$ cat src/rtl/axi_id_serialize_pkg.sv
// Shared types for the AXI ID serializer: channel structs, error causes and
// the counter-width helper used by the FIFO and the top level.
package axi_id_serialize_pkg;

    localparam int unsigned SlvIdW = 4;
    localparam int unsigned MstIdW = 2;
    localparam int unsigned AddrW  = 16;
    localparam int unsigned DataW  = 16;

    typedef logic [SlvIdW-1:0] slv_id_t;
    typedef logic [MstIdW-1:0] mst_id_t;

    // Why err_o was raised: a response arrived with nothing recorded.
    typedef enum logic {
        ERR_B_EMPTY = 1'b0,
        ERR_R_EMPTY = 1'b1
    } err_cause_e;

    // Bits needed to hold a count from 0 up to and including n.
    function automatic int unsigned cnt_width(input int unsigned n);
        return $clog2(n + 1);
    endfunction

    typedef struct packed {
        slv_id_t          id;
        logic [AddrW-1:0] addr;
        logic [7:0]       len;
        logic [5:0]       atop;
    } slv_aw_t;

    typedef struct packed {
        mst_id_t          id;
        logic [AddrW-1:0] addr;
        logic [7:0]       len;
        logic [5:0]       atop;
    } mst_aw_t;

    typedef struct packed {
        slv_id_t          id;
        logic [AddrW-1:0] addr;
        logic [7:0]       len;
    } slv_ar_t;

    typedef struct packed {
        mst_id_t          id;
        logic [AddrW-1:0] addr;
        logic [7:0]       len;
    } mst_ar_t;

    typedef struct packed {
        logic [DataW-1:0] data;
        logic             last;
    } w_chan_t;

    typedef struct packed {
        slv_id_t    id;
        logic [1:0] resp;
    } slv_b_t;

    typedef struct packed {
        mst_id_t    id;
        logic [1:0] resp;
    } mst_b_t;

    typedef struct packed {
        slv_id_t          id;
        logic [DataW-1:0] data;
        logic [1:0]       resp;
        logic             last;
    } slv_r_t;

    typedef struct packed {
        mst_id_t          id;
        logic [DataW-1:0] data;
        logic [1:0]       resp;
        logic             last;
    } mst_r_t;

    typedef struct packed {
        slv_aw_t aw;
        logic    aw_valid;
        w_chan_t w;
        logic    w_valid;
        logic    b_ready;
        slv_ar_t ar;
        logic    ar_valid;
        logic    r_ready;
    } slv_req_t;

    typedef struct packed {
        logic   aw_ready;
        logic   w_ready;
        slv_b_t b;
        logic   b_valid;
        logic   ar_ready;
        slv_r_t r;
        logic   r_valid;
    } slv_resp_t;

    typedef struct packed {
        mst_aw_t aw;
        logic    aw_valid;
        w_chan_t w;
        logic    w_valid;
        logic    b_ready;
        mst_ar_t ar;
        logic    ar_valid;
        logic    r_ready;
    } mst_req_t;

    typedef struct packed {
        logic   aw_ready;
        logic   w_ready;
        mst_b_t b;
        logic   b_valid;
        logic   ar_ready;
        mst_r_t r;
        logic   r_valid;
    } mst_resp_t;

endpackage

$ cat src/rtl/axi_id_fifo.sv
// In-order ID FIFO with two push ports (port 0 is written first) and one
// pop port. No fall-through: a pop frees its slot only from the next cycle.
// The caller guarantees room for both pushes when both are asserted.
module axi_id_fifo import axi_id_serialize_pkg::*; #(
    parameter int unsigned Depth = 4,
    parameter type         data_t = logic,
    localparam int unsigned CntW = cnt_width(Depth)
) (
    input  logic            clk_i,
    input  logic            rst_i,
    input  logic            push0_i,
    input  data_t           data0_i,
    input  logic            push1_i,
    input  data_t           data1_i,
    input  logic            pop_i,
    output logic            full_o,
    output logic            empty_o,
    output data_t           head_o,
    output logic [CntW-1:0] cnt_o
);

    localparam int unsigned PtrW = (Depth > 1) ? $clog2(Depth) : 1;

    data_t           mem_q [Depth];
    data_t           mem_d [Depth];
    logic [PtrW-1:0] wptr_q, wptr_d;
    logic [PtrW-1:0] rptr_q, rptr_d;
    logic [CntW-1:0] cnt_q, cnt_d;
    logic            push0_s, push1_s, pop_s;

    function automatic logic [PtrW-1:0] ptr_inc(input logic [PtrW-1:0] p);
        if (p == PtrW'(Depth - 1)) begin
            return '0;
        end else begin
            return p + PtrW'(1);
        end
    endfunction

    assign full_o  = (cnt_q == CntW'(Depth));
    assign empty_o = (cnt_q == CntW'(0));
    assign head_o  = mem_q[rptr_q];
    assign cnt_o   = cnt_q;

    // Next-state storage, pointers and occupancy from this cycle's pushes and pop.
    always_comb begin
        push0_s = push0_i && !full_o;
        push1_s = push1_i;
        pop_s   = pop_i && !empty_o;
        mem_d   = mem_q;
        wptr_d  = wptr_q;
        rptr_d  = rptr_q;
        if (push0_s) begin
            mem_d[wptr_d] = data0_i;
            wptr_d        = ptr_inc(wptr_d);
        end else begin
            wptr_d = wptr_d;
        end
        if (push1_s) begin
            mem_d[wptr_d] = data1_i;
            wptr_d        = ptr_inc(wptr_d);
        end else begin
            wptr_d = wptr_d;
        end
        if (pop_s) begin
            rptr_d = ptr_inc(rptr_q);
        end else begin
            rptr_d = rptr_q;
        end
        cnt_d = cnt_q + CntW'(push0_s) + CntW'(push1_s) - CntW'(pop_s);
    end

    // State registers; reset discards every recorded ID at once.
    always_ff @(posedge clk_i or posedge rst_i) begin
        if (rst_i) begin
            mem_q  <= '{default: '0};
            wptr_q <= '0;
            rptr_q <= '0;
            cnt_q  <= '0;
        end else begin
            mem_q  <= mem_d;
            wptr_q <= wptr_d;
            rptr_q <= rptr_d;
            cnt_q  <= cnt_d;
        end
    end

endmodule

$ cat src/rtl/axi_id_serialize_checker.sv
// Protocol checks on the slave-port response channels: a waiting response
// must keep its restored ID until it is accepted.
module axi_id_serialize_checker #(
    parameter type id_t = logic
) (
    input logic clk_i,
    input logic rst_i,
    input logic b_valid_i,
    input logic b_ready_i,
    input id_t  b_id_i,
    input logic r_valid_i,
    input logic r_ready_i,
    input id_t  r_id_i
);

    // B id holds while the response is stalled.
    b_id_stable: assert property (@(posedge clk_i) disable iff (rst_i)
        (b_valid_i && !b_ready_i) |=> (!b_valid_i || $stable(b_id_i)));

    // R id holds while the beat is stalled.
    r_id_stable: assert property (@(posedge clk_i) disable iff (rst_i)
        (r_valid_i && !r_ready_i) |=> (!r_valid_i || $stable(r_id_i)));

endmodule

$ cat src/rtl/axi_id_serialize_restore.sv
// Replaces AW/AR IDs with fixed master-port IDs and restores the original
// IDs on B and R from in-order FIFOs. All channels are combinational.
module axi_id_serialize_restore import axi_id_serialize_pkg::*; #(
    parameter int unsigned MaxWrTxns  = 4,
    parameter int unsigned MaxRdTxns  = 4,
    parameter type         slv_id_t   = axi_id_serialize_pkg::slv_id_t,
    parameter type         mst_id_t   = axi_id_serialize_pkg::mst_id_t,
    parameter mst_id_t     MstAwId    = '0,
    parameter mst_id_t     MstArId    = '0,
    parameter type         slv_req_t  = axi_id_serialize_pkg::slv_req_t,
    parameter type         slv_resp_t = axi_id_serialize_pkg::slv_resp_t,
    parameter type         mst_req_t  = axi_id_serialize_pkg::mst_req_t,
    parameter type         mst_resp_t = axi_id_serialize_pkg::mst_resp_t,
    localparam int unsigned WrCntW    = cnt_width(MaxWrTxns),
    localparam int unsigned RdCntW    = cnt_width(MaxRdTxns)
) (
    input  logic              clk_i,
    input  logic              rst_i,
    input  slv_req_t          slv_req_i,
    output slv_resp_t         slv_resp_o,
    output mst_req_t          mst_req_o,
    input  mst_resp_t         mst_resp_i,
    output logic [WrCntW-1:0] wr_cnt_o,
    output logic [RdCntW-1:0] rd_cnt_o,
    output logic              err_o
);

    logic    wr_full_s, wr_empty_s, rd_full_s, rd_empty_s;
    slv_id_t wr_head_s, rd_head_s;
    logic    aw_atop_rd_s, wr_ok_s, ar_ok_s;
    logic    aw_hs_s, ar_hs_s, b_pop_s, r_pop_s;
    logic    err_q, err_d;

    // Admission: an ATOP with R response needs room in both FIFOs, and it
    // takes the last free read slot ahead of a concurrent AR.
    always_comb begin
        aw_atop_rd_s = slv_req_i.aw.atop[5];
        wr_ok_s      = !wr_full_s && (!aw_atop_rd_s || !rd_full_s);
        ar_ok_s      = !rd_full_s &&
                       !(slv_req_i.aw_valid && aw_atop_rd_s &&
                         (rd_cnt_o >= RdCntW'(MaxRdTxns - 1)));
        aw_hs_s      = slv_req_i.aw_valid && mst_resp_i.aw_ready && wr_ok_s;
        ar_hs_s      = slv_req_i.ar_valid && mst_resp_i.ar_ready && ar_ok_s;
        b_pop_s      = mst_resp_i.b_valid && slv_req_i.b_ready && !wr_empty_s;
        r_pop_s      = mst_resp_i.r_valid && slv_req_i.r_ready &&
                       mst_resp_i.r.last && !rd_empty_s;
        err_d        = err_q ||
                       (mst_resp_i.b_valid && wr_empty_s) ||
                       (mst_resp_i.r_valid && rd_empty_s);
    end

    // Sticky error flag: set by any response that has no recorded ID.
    always_ff @(posedge clk_i or posedge rst_i) begin
        if (rst_i) begin
            err_q <= 1'b0;
        end else begin
            err_q <= err_d;
        end
    end

    assign err_o = err_q;

    axi_id_fifo #(.Depth(MaxWrTxns), .data_t(slv_id_t)) i_wr_fifo (
        .clk_i   (clk_i),
        .rst_i   (rst_i),
        .push0_i (aw_hs_s),
        .data0_i (slv_req_i.aw.id),
        .push1_i (1'b0),
        .data1_i ('0),
        .pop_i   (b_pop_s),
        .full_o  (wr_full_s),
        .empty_o (wr_empty_s),
        .head_o  (wr_head_s),
        .cnt_o   (wr_cnt_o)
    );

    axi_id_fifo #(.Depth(MaxRdTxns), .data_t(slv_id_t)) i_rd_fifo (
        .clk_i   (clk_i),
        .rst_i   (rst_i),
        .push0_i (aw_hs_s && aw_atop_rd_s),
        .data0_i (slv_req_i.aw.id),
        .push1_i (ar_hs_s),
        .data1_i (slv_req_i.ar.id),
        .pop_i   (r_pop_s),
        .full_o  (rd_full_s),
        .empty_o (rd_empty_s),
        .head_o  (rd_head_s),
        .cnt_o   (rd_cnt_o)
    );

    // Downstream request: fixed IDs, gated valids, everything else copied.
    always_comb begin
        mst_req_o          = '0;
        mst_req_o.aw.id    = MstAwId;
        mst_req_o.aw.addr  = slv_req_i.aw.addr;
        mst_req_o.aw.len   = slv_req_i.aw.len;
        mst_req_o.aw.atop  = slv_req_i.aw.atop;
        mst_req_o.aw_valid = slv_req_i.aw_valid && wr_ok_s;
        mst_req_o.w        = slv_req_i.w;
        mst_req_o.w_valid  = slv_req_i.w_valid;
        mst_req_o.b_ready  = slv_req_i.b_ready;
        mst_req_o.ar.id    = MstArId;
        mst_req_o.ar.addr  = slv_req_i.ar.addr;
        mst_req_o.ar.len   = slv_req_i.ar.len;
        mst_req_o.ar_valid = slv_req_i.ar_valid && ar_ok_s;
        mst_req_o.r_ready  = slv_req_i.r_ready;
    end

    // Upstream response: restored IDs (zero when nothing is recorded).
    always_comb begin
        slv_resp_o          = '0;
        slv_resp_o.aw_ready = mst_resp_i.aw_ready && wr_ok_s;
        slv_resp_o.w_ready  = mst_resp_i.w_ready;
        slv_resp_o.b.id     = wr_empty_s ? slv_id_t'(0) : wr_head_s;
        slv_resp_o.b.resp   = mst_resp_i.b.resp;
        slv_resp_o.b_valid  = mst_resp_i.b_valid;
        slv_resp_o.ar_ready = mst_resp_i.ar_ready && ar_ok_s;
        slv_resp_o.r.id     = rd_empty_s ? slv_id_t'(0) : rd_head_s;
        slv_resp_o.r.data   = mst_resp_i.r.data;
        slv_resp_o.r.resp   = mst_resp_i.r.resp;
        slv_resp_o.r.last   = mst_resp_i.r.last;
        slv_resp_o.r_valid  = mst_resp_i.r_valid;
    end

    axi_id_serialize_checker #(.id_t(slv_id_t)) i_checker (
        .clk_i     (clk_i),
        .rst_i     (rst_i),
        .b_valid_i (slv_resp_o.b_valid),
        .b_ready_i (slv_req_i.b_ready),
        .b_id_i    (slv_resp_o.b.id),
        .r_valid_i (slv_resp_o.r_valid),
        .r_ready_i (slv_req_i.r_ready),
        .r_id_i    (slv_resp_o.r.id)
    );

endmodule

$ cat config.mk
export PLATFORM = sky130hd
export DESIGN_NAME = axi_id_serialize_restore
export DESIGN_NICKNAME = d
export VERILOG_FILES = /design/src/rtl/axi_id_serialize_pkg.sv /design/src/rtl/axi_id_fifo.sv /design/src/rtl/axi_id_serialize_checker.sv /design/src/rtl/axi_id_serialize_restore.sv
export SDC_FILE = /design/constraint.sdc
export NUM_CORES = 1
export LEC_CHECK = 0
export ABC_AREA = 1
export BUFFER_PORTS_ARGS = -buffer_cell sky130_fd_sc_hd__buf_4
export CORE_AREA = 5 5 114 105
export CTS_CLUSTER_SIZE = 20
export DETAILED_ROUTE_END_ITERATION = 16
export DIE_AREA = 0 0 119 110
export PLACE_DENSITY = 0.78
export SYNTH_ARGS = -nofsm -noshare
export SYNTH_HDL_FRONTEND = slang
export SYNTH_HIERARCHICAL = 1
export SYNTH_SLANG_ARGS = --single-unit
$ cat constraint.sdc
create_clock -name clk_i -period 2.1 [get_ports clk_i]
set_input_delay 0 -clock clk_i [delete_from_list [all_inputs] [get_ports clk_i]]
set_output_delay 0 -clock clk_i [all_outputs]
set_load 0.005 [all_outputs]
==> impl_results.md <==
* Result of the run: completed
* Switching part of the total at 0.438
* Maximum capacitance violations at 0
* Final cell count without fillers at 756
* GRT overflow at 0
* Worst skew pair latency at 290 ps
* Area after detailed placement at 0.00429 mm²
* CTS H-tree depth at 2
* Endpoint of the worst register-to-register path: i_wr_fifo/cnt_o[1]$_DFF_PP0_
* GRT Overall Usage at 0.138
* Actual slew at the worst max-slew pin at 908 ps
* Data arrival time at the worst-slack endpoint at 2230 ps
* Sequential cell fraction of total power at 0.283
* YS warnings at 6
* Via-to-Cell Ratio at 4.54
* R2R setup slack at 30 ps
* Type of origin of the critical path: flop
* Reg2Reg Depth at 10
* Critical path launch point: i_wr_fifo/cnt_o[0]$_DFF_PP0_
* Number of inserted filler cells in the final layout at 1094
* Worst clock skew at 4.48 ps
* Peak ir drop on the vdd network at 0.000478 V
* Number of sinks on the clock net at 47
* Kind of end point of the critical path: flop
* Count of unique library cells instantiated by Yosys at 22
* Fin Setup TNS at 0 ps
* Maximum fanout along the worst path at 2
* Area share of the largest cell type after synthesis at 0.269
* Max transition margin at 0.394
* Violation count after the first detailed-route iteration at 223
* Largest area contributor in the netlist: dfrtp_1
* Floorplan die area at 0.0131 mm²
* Crit Reg-Reg Startpoint: i_wr_fifo/cnt_o[0]$_DFF_PP0_
* Maximum operating frequency at 0.484 GHz
* Final HPWL DP at 6690 µm
* Final antenna-violating net count at 0
* Area growth syn-to-layout at 6.54%
* Period Utilization, post-route at 0.984
* Inserted Clock Buffers at 5
* Diodes inserted at 0
* Cells after Synth at 627
* Antenna violations before repair at 0
* Largest cells by area after synthesis: dfrtp_1 27%, buf_4 18%, nand2_1 12%
* Required time at the worst-slack endpoint at 2260 ps
* Sequential cell area at 0.00118 mm²
* Top cells by instance count after synthesis: 138 x nand2_1, 113 x inv_1, 104 x buf_4
* Number of register bits inferred by synthesis at 47
* Number of vias in the routed layout at 3433
* Global-route wire length before repair at 15000 µm
* Internal power at 3.50 mW
* Final setup vio count at 0
* Initial Utilization at 0.411
* Drt first pass iters at 4
* Final Hold Vio Count at 0
* Cell at the root of the clock tree: clkbuf_16
* Post-Route WL at 9260 µm
* Most used standard cell by instance count after synthesis: nand2_1
* Post-Syn Area at 0.00436 mm²
* Area of combinational cells with multiple inputs at 0.00214 mm²
* Worst hold slack at 0.00142 ps
* Worst Setup EP: i_wr_fifo/cnt_o[1]$_DFF_PP0_
* Portion of the post-synthesis area used by sequential elements at 0.269
* Post-layout net count at 762
* Asr flop ratio synth at 1.00
* Fraction of power consumed by combinational cells at 0.580
* Unrepaired setup endpoints after global routing: yes
* Clock power frac at 0.137
* Core Box Area at 0.0106 mm²
* Ports placed on the boundary at 237
* Count of flip-flops with a built-in enable after synthesis at 0
* Worst setup slack after placement at -10.2 ps
* Placed cell count at 734
* Max Transition Viols Final at 0
* Pin count of the biggest net entering global routing at 24
* Post-route standard cell area excluding fillers at 0.00465 mm²
* Path class of the lowest-slack min-delay path: primary input to output port
* Die height at 110 µm
* Fraction of layout instances using a drive strength above 1 at 0.223
* Clock tree from TritonCTS: built
* Vias in the first global route at 3157
* Port-buffer cells at 44
* Number of rows in the core area at 36
* DRC errors left at 0
* Type of the worst setup path: flop to flop
* Total net switching power at 2.72 mW
* Average wire per standard cell at 12.2 µm
* Max Root-Sink Buffers at 2
* Setup slack after layout at 34.0 ps
* Final Wtd Congestion at 0.821
* Most frequently used flop master after synthesis: dfrtp_1
* Average cell area after synthesis at 6.96 µm²
* Clock period minus final worst setup slack at 2070 ps
* Power Density at 1340 mW/mm²
* Clk slew on worst S/H paths at 60 ps
* Static leakage power at 2.71 nW
* Horizontal extent of the die at 119 µm
==> cell families after synthesis <==
family,count (synthesis),synth area share
AND/OR/NAND/NOR,262,0.258
buffers and inverters,227,0.293
AO/OA/AOI/OAI,62,0.0949
flip-flops,47,0.269
adder cells (fa/ha/maj),24,0.0757
XOR/XNOR,4,0.00803
other,1,0.000859
==> power groups by stage <==
stage	clock, mW	combinational (mW)	sequential (mW)
2_1_floorplan	0	2.56	1.64
3_3_place_gp	0	3.30	1.74
3_5_place_dp	0	3.35	1.76
4_1_cts	0.857	3.40	1.75
5_1_grt	0.894	4.11	1.82
6_report	0.851	3.61	1.76
==> sequential cells by signal, summed over array words and instances, names as in the netlist <==
signal,cells
i_wr_fifo/cnt_o,3
i_wr_fifo/wptr_q,2
i_rd_fifo/mem_q,16
i_rd_fifo/wptr_q,2
i_rd_fifo/cnt_o,3
i_wr_fifo/rptr_q,2
err_o,1
i_rd_fifo/rptr_q,2
i_wr_fifo/mem_q,16
==> layout make-up <==
class                           instances  share of cell area
Clock buffer                            8              0.0336
Inverter                              115              0.0939
Multi-Input combinational cell        379               0.460
Sequential cell                        47               0.253
Tap cell                              133              0.0358
Timing Repair Buffer                   74               0.123
==> worst min path at each step <==
stage | start | endpoint | cells past startpoint
detailed placement | rst_i | err_o$_DFF_PP0_ | 2
floorplan | rst_i | err_o$_DFF_PP0_ | 1
global placement | rst_i | err_o$_DFF_PP0_ | 2
global route | mst_resp_i[19] | slv_resp_o[19] | 0
CTS | slv_req_i[10] | mst_req_o[10] | 0
finish | slv_req_i[14] | mst_req_o[14] | 0
==> critical path: stages (launching register included) <==
cell and delay, ps:
dfrtp_1 410, nor2_4 150, nand2_1 90, inv_2 60
nor2_1 40, nand2_1 60, inv_1 70, ha_4 220
fa_1 380, inv_1 70, fa_1 400
==> placed cells by master, fill, tap and decap left out, types with 8 or more instances in the layout <==
master   count
buf_4       67
nand3_1     41
a21oi_1      9
ha_1        15
inv_1      106
o21ai_0     20
a21oi_2     24
dfrtp_1     47
nand2_2      8
conb_1      27
nand2_1    132
nor2_1      64
o22ai_1      8
==> per-layer routing <==
layer  up-vias  GRT usage  part of all wire
li1       1753          -                 -
met1      1552      0.175              0.43
met2       109      0.232              0.49
met3        19     0.0327             0.071
met4         0     0.0488             0.014
met5         -          0                 0
==> metrics by stage <==
step           power [mW]  utilization
5_1_grt              6.83        0.437
3_5_place_dp         5.11        0.403
3_3_place_gp         5.04        0.403
2_1_floorplan        4.21            -
6_report             6.22        0.437
4_1_cts              6.01        0.426
==> timing repair <==
| item | CTS | global route |
|---|---|---|
| setup buffers | 1 | 6 |
| pin swaps | 1 | 4 |
| setup endpoints to repair | 2 | 20 |
| hold buffers | 7 | 0 |
| endpoints found under the hold margin | 58 | 0 |
| resized for setup | 2 | 23 |
Note: power is estimated with default switching activity, not from simulation.
